## config.mk

```make
export PLATFORM = sky130hd
export DESIGN_NAME = spi_master
export DESIGN_NICKNAME = d
export VERILOG_FILES = /design/src/rtl/spi_master.sv
export SDC_FILE = /design/constraint.sdc
export NUM_CORES = 1
export LEC_CHECK = 0
export BUFFER_PORTS_ARGS = -buffer_cell sky130_fd_sc_hd__buf_4
export CORE_AREA = 8 8 90 92
export CTS_BUF_LIST = sky130_fd_sc_hd__clkbuf_16
export CTS_CLUSTER_DIAMETER = 30
export CTS_CLUSTER_SIZE = 8
export DETAILED_ROUTE_END_ITERATION = 8
export DIE_AREA = 0 0 98 100
export PLACE_DENSITY = 0.56
export SLEW_MARGIN = 20
export SYNTH_ARGS = -nofsm -noshare
export SYNTH_HDL_FRONTEND = slang
export SYNTH_SLANG_ARGS = --single-unit
```

## constraint.sdc

```tcl
create_clock -name clk -period 4.8 [get_ports clk]
set_input_delay 0.96 -clock clk [delete_from_list [all_inputs] [get_ports clk]]
set_output_delay 0.96 -clock clk [all_outputs]
set_load 0.02 [all_outputs]
```

## src/rtl/spi_master.sv

```systemverilog
// spi_master: command-driven SPI frame engine. A frame starts one cycle after acceptance, and rd_valid pulses one cycle after the last MISO sample.
// Backpressure is through cmd_ready. Define SPI_MASTER_CMD_FIFO_EN for a 4-entry command FIFO; the default is a single command slot.
module spi_master #(
  parameter int TURNAROUND = 1,
  parameter int IDLE_GAP   = 2
) (
  input  logic       clk,
  input  logic       rst_n,
  input  logic       cmd_valid,
  output logic       cmd_ready,
  input  logic [1:0] cmd_op,
  input  logic [7:0] cmd_data,
  output logic       rd_valid,
  output logic [7:0] rd_data,
  output logic       busy,
  output logic       SS_n,
  output logic       MOSI,
  input  logic       MISO
);

  typedef enum logic [2:0] {IDLE, OPCODE, PAYLOAD, TURN, CAPTURE, GAP} state_t;

  state_t     state, state_nxt;
  logic [3:0] cnt, cnt_nxt;
  logic [1:0] op_q;
  logic [7:0] dat_q;
  logic [7:0] shift_q;
  logic       cap_done;
  logic       run;
  logic       q_vld;
  logic [1:0] q_op;
  logic [7:0] q_dat;
  logic       push, launch, gap_last;
  logic       ss_nxt, mosi_nxt;
  logic [1:0] frm_op;
  logic [7:0] frm_dat;
  logic [2:0] opcode;

  assign push     = cmd_valid && cmd_ready;
  assign gap_last = (state == GAP) && (cnt == 4'd0);
  assign launch   = q_vld && ((state == IDLE) || gap_last);
  assign busy     = (state != IDLE) || q_vld;
  assign frm_op   = launch ? q_op  : op_q;
  assign frm_dat  = launch ? q_dat : dat_q;
  assign opcode   = {frm_op[1], frm_op[1], frm_op[0]};

`ifdef SPI_MASTER_CMD_FIFO_EN
  logic [1:0] f_op  [4];
  logic [7:0] f_dat [4];
  logic [1:0] wr_ptr, rd_ptr;
  logic [2:0] f_cnt;

  // A pop does not free a slot for the same cycle, so a full FIFO always refuses.
  assign cmd_ready = run && (f_cnt != 3'd4);
  assign q_vld     = (f_cnt != 3'd0);
  assign q_op      = f_op[rd_ptr];
  assign q_dat     = f_dat[rd_ptr];

  always_ff @(posedge clk) begin
    if (!rst_n) begin
      wr_ptr <= 2'd0;
      rd_ptr <= 2'd0;
      f_cnt  <= 3'd0;
    end else begin
      if (push)   wr_ptr <= wr_ptr + 2'd1;
      if (launch) rd_ptr <= rd_ptr + 2'd1;
      f_cnt <= f_cnt + 3'(push) - 3'(launch);
    end
  end

  always_ff @(posedge clk) begin
    if (push) begin
      f_op[wr_ptr]  <= cmd_op;
      f_dat[wr_ptr] <= cmd_data;
    end
  end
`else
  logic       pend_vld;
  logic [1:0] pend_op;
  logic [7:0] pend_dat;

  // Accepting during GAP lets the next frame launch exactly as the gap closes.
  assign cmd_ready = run && !pend_vld && ((state == IDLE) || (state == GAP));
  assign q_vld     = pend_vld;
  assign q_op      = pend_op;
  assign q_dat     = pend_dat;

  always_ff @(posedge clk) begin
    if (!rst_n) begin
      pend_vld <= 1'b0;
      pend_op  <= 2'd0;
      pend_dat <= 8'h00;
    end else if (push) begin
      pend_vld <= 1'b1;
      pend_op  <= cmd_op;
      pend_dat <= cmd_data;
    end else if (launch) begin
      pend_vld <= 1'b0;
    end
  end
`endif

  always_comb begin
    state_nxt = state;
    cnt_nxt   = cnt;
    ss_nxt    = 1'b1;
    mosi_nxt  = 1'b0;
    case (state)
      IDLE: ;
      OPCODE: begin
        if (cnt == 4'd0) begin
          state_nxt = PAYLOAD;
          cnt_nxt   = 4'd7;
        end else cnt_nxt = cnt - 4'd1;
      end
      PAYLOAD: begin
        if (cnt != 4'd0) cnt_nxt = cnt - 4'd1;
        else if (op_q != 2'd3) begin
          state_nxt = GAP;
          cnt_nxt   = 4'(IDLE_GAP - 1);
        end else if (TURNAROUND == 0) begin
          state_nxt = CAPTURE;
          cnt_nxt   = 4'd7;
        end else begin
          state_nxt = TURN;
          cnt_nxt   = 4'(TURNAROUND - 1);
        end
      end
      TURN: begin
        if (cnt == 4'd0) begin
          state_nxt = CAPTURE;
          cnt_nxt   = 4'd7;
        end else cnt_nxt = cnt - 4'd1;
      end
      CAPTURE: begin
        if (cnt == 4'd0) begin
          state_nxt = GAP;
          cnt_nxt   = 4'(IDLE_GAP - 1);
        end else cnt_nxt = cnt - 4'd1;
      end
      GAP: begin
        if (cnt == 4'd0) state_nxt = IDLE;
        else cnt_nxt = cnt - 4'd1;
      end
      default: state_nxt = IDLE;
    endcase
    if (launch) begin
      state_nxt = OPCODE;
      cnt_nxt   = 4'd2;
    end
    // Pin values are derived from the next state so they register alongside it.
    case (state_nxt)
      OPCODE: begin
        ss_nxt   = 1'b0;
        mosi_nxt = opcode[cnt_nxt[1:0]];
      end
      PAYLOAD: begin
        ss_nxt   = 1'b0;
        mosi_nxt = frm_dat[cnt_nxt[2:0]];
      end
      TURN, CAPTURE: ss_nxt = 1'b0;
      default: ;
    endcase
  end

  always_ff @(posedge clk) begin
    if (!rst_n) begin
      state    <= IDLE;
      cnt      <= 4'd0;
      op_q     <= 2'd0;
      dat_q    <= 8'h00;
      shift_q  <= 8'h00;
      cap_done <= 1'b0;
      rd_valid <= 1'b0;
      rd_data  <= 8'h00;
      SS_n     <= 1'b1;
      MOSI     <= 1'b0;
      run      <= 1'b0;
    end else begin
      state    <= state_nxt;
      cnt      <= cnt_nxt;
      SS_n     <= ss_nxt;
      MOSI     <= mosi_nxt;
      run      <= 1'b1;
      if (launch) begin
        op_q  <= q_op;
        dat_q <= q_dat;
      end
      if (state == CAPTURE) shift_q <= {shift_q[6:0], MISO};
      cap_done <= (state == CAPTURE) && (cnt == 4'd0);
      rd_valid <= cap_done;
      if (cap_done) rd_data <= shift_q;
    end
  end

endmodule
```

# Word-level counts from Yosys, hierarchy flattened
# Index checks and enable logic that the tools add are counted.
word_totals:
  latch_bits: 0
  ff_bits: 49
  inputBits: 14
  rom_bits: 0
  word_cells: 76
  output_inout_bits: 13
  memories: 0
  mem_bits_rw: 0
classes:
  order_cmp: 2
  add_sub_neg: 1
  shift: 0
  n_div: 0
  n_mux: 26
  n_eq_ne: 11
  bitwise_logic: 1
  reduce_logical: 20
  mul: 0
ops:
  columns: ["cell", "n"]
  rows:
  - ["$mux 3", 8]
  - ["$pmux 3 s6", 1]
  - ["$mux 4", 4]
  - ["$pmux 4 s4", 1]
  - ["$eq 3x2->1 const B", 4]
  - ["$eq 3x3->1 const B", 3]
  - ["$mux 8", 1]
  - ["$reduce_bool 4->1", 2]
  - ["$mux 1", 7]
  - ["$eq 3x1->1 const B", 2]
  - ["$logic_and 1x1->1", 6]
  - ["$logic_not 4->1", 1]
  - ["$lt 3x4->1 const B", 1]
  - ["$ne 2x2->1 const B", 2]
  - ["$reduce_or 2->1", 2]
  - ["$reduce_or 4->1", 1]
  - ["$sub 4x1->4 const B", 1]
  - ["$bmux 1 s3", 1]
  - ["$logic_not 3->1", 1]
  - ["$logic_or 1x1->1", 3]
  - ["$lt 2x3->1 const B", 1]
  - ["$reduce_bool 3->1", 1]
  - ["$bmux 1 s2", 1]
  - ["$mux 2", 1]
  - ["other kinds (5)", 5]

# Longest topological paths before layout
logic_depth:
  depth_word: 8
  ltp_mapped: 12
  ltp_nobuf: 12

# Worst setup path before layout
# Ideal clock, no wire load.
synth_path:
  kind: "reg-to-output"
  from: "register state[2]"
  to: "output cmd_ready"
  n_path_buf: 1
  path_slack_ns: 2.392
  path_stages_with_launch: 4
  arrival_time_ns: 1.448
  required_time_ns: 3.840
  path_cell_list: "dfxtp_1 > clkbuf_1 > nor2_1 > nor4_1"
synth_via:
  elab_chain_cells: 3
  elab_cells_between_ends: 4
synth_rtl:
  columns: ["element", "line", "rtl"]
  rows:
  - ["start, declared", "23", "state_t state, state_nxt;"]
  - ["start signal, assigned", "180", "state <= state_nxt;"]
  - ["$eq 3x3->1 or $logic_not 3->1 (tied branches)", "83", "assign cmd_ready = run && !pend_vld && ((state == IDLE) || (state == GAP));"]
  - ["$logic_or 1x1->1 (*)", "83", null]
  - ["$logic_and 1x1->1 (*)", "83", null]
  - ["end, declared", "10", "output logic cmd_ready,"]
# Every way passes the cells marked *; elsewhere a longest branch is shown, timed or not.

# Final worst setup path
layout_path:
  from: "register cnt[0]"
  to: "register MOSI"
layout_via:
  elab_chain_cells: 8
  elab_cells_between_ends: 28
layout_rtl:
  columns: ["element", "line", "rtl"]
  rows:
  - ["start, declared", "24", "logic [3:0] cnt, cnt_nxt;"]
  - ["start signal, assigned", "181", "cnt <= cnt_nxt;"]
  - ["parallel branches: the longest is 7 deep, another holds $sub 4x1->4", null, null]
  - ["$pmux 1 s2 (*)", "152", "case (state_nxt)"]
  - ["end signal, assigned", "183", "MOSI <= mosi_nxt;"]
  - ["end, declared", "17", "output logic MOSI,"]
# Every way passes the cells marked *. The select of a mux whose other input is x is not followed.
# A chain may end at the register's enable or synchronous reset.

==> impl_metrics.csv <==
group,metric,value,unit
setup_path,crit_arrival,3.11,ns
detailed_routing,vias,1747,
yosys,synth_warnings,0,
setup_path,path_buf_inv,2,
setup_path,reg2reg_slack,1.84,ns
global_routing,overflow,0,
timing,post-route-period-util,0.616,
floorplanning,die_area,0.00980,mm²
place,place.port_buffers,26,
floorplanning,die_h,100,µm
yosys,synth_edf_count,0,
setup_path,timing.critical_path.slowest_stage_cell,"nor3b_4",
global_routing,grt_pass1_vias,1756,
global_routing,antenna_found_initial,0,
clock_network,cts_hold_buf,0,
detailed_routing,finalWirelength,4.88,mm
clock_network,cts_setup_buffers,0,
place,place_inst,341,
detailed_routing,wl_per_cell,14.0,µm
clock_network,cts.clk_slew.worst_paths,0.06,ns
setup_path,required,4.96,ns
yosys,synth_cells,250,
final_layout,nets,284,
global_routing,grt_first_pass_wirelength,8.36,mm
timing,skew,0.00431,ns
floorplanning,dieWidth,98,µm
clock_network,cts.sink_count,49,
setup_path,cp_max_fo,13,
power_and_ir_drop,p_leak,0.00103,µW
timing,hold_viol_final,0,
clock_network,cts_tree,"done",
place,post-place-ws,1.85,ns
yosys,synth_fp_nets,266,
timing,fmax,338,MHz
detailed_routing,vias_per_cell,5.01,
timing,fin_ws,1.84,ns
global_routing,grt_max_degree,50,
clock_network,clock_path_buffers,2,
timing,setup_violations,0,
setup_path,critical_path_class,"register to register",
final_layout,final_cells,349,
place,dp_hpwl,3.40,mm
clock_network,cts_root_buf,"clkbuf_16",
place,gp_congestion,0.841,
setup_path,critical_path.max_stage_delay,0.49,ns
setup_path,path_common_cell,"ha_1",
global_routing,track_usage,0.103,
yosys,yosysUniqueCellTypes,49,
detailed_routing,drt_first_pass_iters,4,
power_and_ir_drop,ir_drop,172,µV
timing,final.setup.tns,0,ns
setup_path,cpLargestDelayFamily,"simple AND/OR/NAND/NOR gates",
final_layout,diodes,0,
power_and_ir_drop,p_per_area,559,mW/mm²
detailed_routing,route.antenna.remaining_nets,0,
job,maxCapViolations,0,
min_path,min_path_type,"register to register",
timing,slew_violations,0,
floorplanning,core_area,0.00664,mm²
yosys,syn_avg_cell_area,9.16,µm²
floorplanning,rows,30,
setup_path,endpoint_kind,"register",
yosys,synth_area,0.00229,mm²
setup_path,crit_chain,"inv_1 > ha_1 > nor3b_4 > inv_2 > ha_1 > nor2b_1 > a21oi_1 > o2bb2ai_1 > nor2_2 > mux2_2 > a211oi_1 > o32ai_1",
timing,period_needed,2.96,ns
floorplanning,start_util,0.345,
yosys,seq_area_frac_synth,0.428,
status,outcome,"completed",
clock_network,cts-buffers-inserted,5,
yosys,synthArstFlopShare,0,
final_layout,final_cell_mix,"dfxtp_1, nor2b_1, nand2_1",
clock_network,clock_latency,0.28,ns
final_layout,area_growth,17.4,%
yosys,synth_top_flop_cell,"dfxtp_1",
detailed_routing,drtIter0Drc,78,
timing,relSlewSlack,0.515,
final_layout,final_common_cell,"dfxtp_1",
setup_path,crit_path_start_kind,"register",
clock_network,htreeDepth,2,
floorplanning,ioPinCount,27,
yosys,synth-seq-cells,49,
final_layout,post-route-util,0.405,
detailed_routing,drc_errors,0,
timing,rsz0062_at_grt,"no",
timing,worstMarginPinSlew,0.727,ns
clock_network,post_cts_resized,0,
final_layout,final_layout_size_suffix_gt1_frac,0.156,
power by group:
part | switching, µW | internal, µW | total [µW]
registers | 59.4 | 450 | 510
logic | 350 | 251 | 601
clock network | 147 | 245 | 392
total | 556 | 947 | 1500
flip-flops by register name, indices dropped and copies added (netlist names):
register	count
MOSI	1
SS_n	1
cap_done	1
cnt	4
dat_q	8
op_q	2
pend_dat	8
pend_op	2
pend_vld	1
rd_data	8
rd_valid	1
run	1
shift_q	8
state	3
worst min-delay path: cells and delay by family (launching register included):
kind,cells,cell delay (ns)
AND/OR/NAND/NOR,1,0.04
flip-flops,1,0.31
AO/OA/AOI/OAI,1,0.06
Yosys cell counts (2+ instances only):
master    count  share of area
a21boi_0     15          0.049
nor2_2        2         0.0055
mux2i_1      27           0.12
buf_2         3         0.0066
nor2b_1      31          0.085
dfxtp_1      49           0.43
nand2_1      30          0.049
ha_1          2          0.011
o21ai_0       7          0.015
a21oi_1       7          0.015
xnor2_1       3          0.011
clkbuf_1     11          0.018
nor2_1        9          0.015
nor3_1        4         0.0087
nand2b_1      3         0.0082
nand3_1       3         0.0066
and3_1        6          0.016
and2_1        3         0.0082
inv_1         3         0.0049
a211oi_1      2         0.0066
a21o_1        2         0.0066
stage by stage:
stage	instance area (µm²)	total power, µW	hold slack (ns)
final	2690	1500	0.461
after global routing	2690	1600	0.482
after CTS	2690	1520	0.465
after detailed placement	2520	1120	0.455
after global placement	2520	1110	0.451
after floorplan	2290	994	0.439
metal layers:
layer,global-route usage,share of wire,up-vias
met5,0,0,-
met4,0.0360,0.014,0
met2,0.163,0.45,33
li1,-,-,902
met1,0.132,0.50,808
met3,0.0249,0.038,4
cells by family after synthesis:
| kind of cell | synth area share |
|---|---|
| simple gates | 0.225 |
| flops | 0.428 |
| fa+ha+maj | 0.0109 |
| mux | 0.123 |
| xor+xnor | 0.0153 |
| compound gates | 0.163 |
| buf+inv | 0.0344 |
area by class of cell:
type | count | area (µm²)
Fill cell | 659 | 3960
Multi-Input combinational cell | 182 | 1230
Sequential cell | 49 | 981
Timing Repair Buffer | 26 | 195
Clock buffer | 5 | 125
Tap cell | 80 | 100
Clock inverter | 3 | 42.5
Inverter | 4 | 15.0
final timing paths:
| kind | start | to | depth (start not counted) |
|---|---|---|---|
| worst max-delay path | cnt[0] | MOSI | 12 |
| worst min-delay path | dat_q[1] | dat_q[1] | 2 |
| worst max register to register | cnt[0] | MOSI | 12 |
| worst min register to register | dat_q[1] | dat_q[1] | 2 |
No activity file was read; power rests on OpenSTA's default activity.
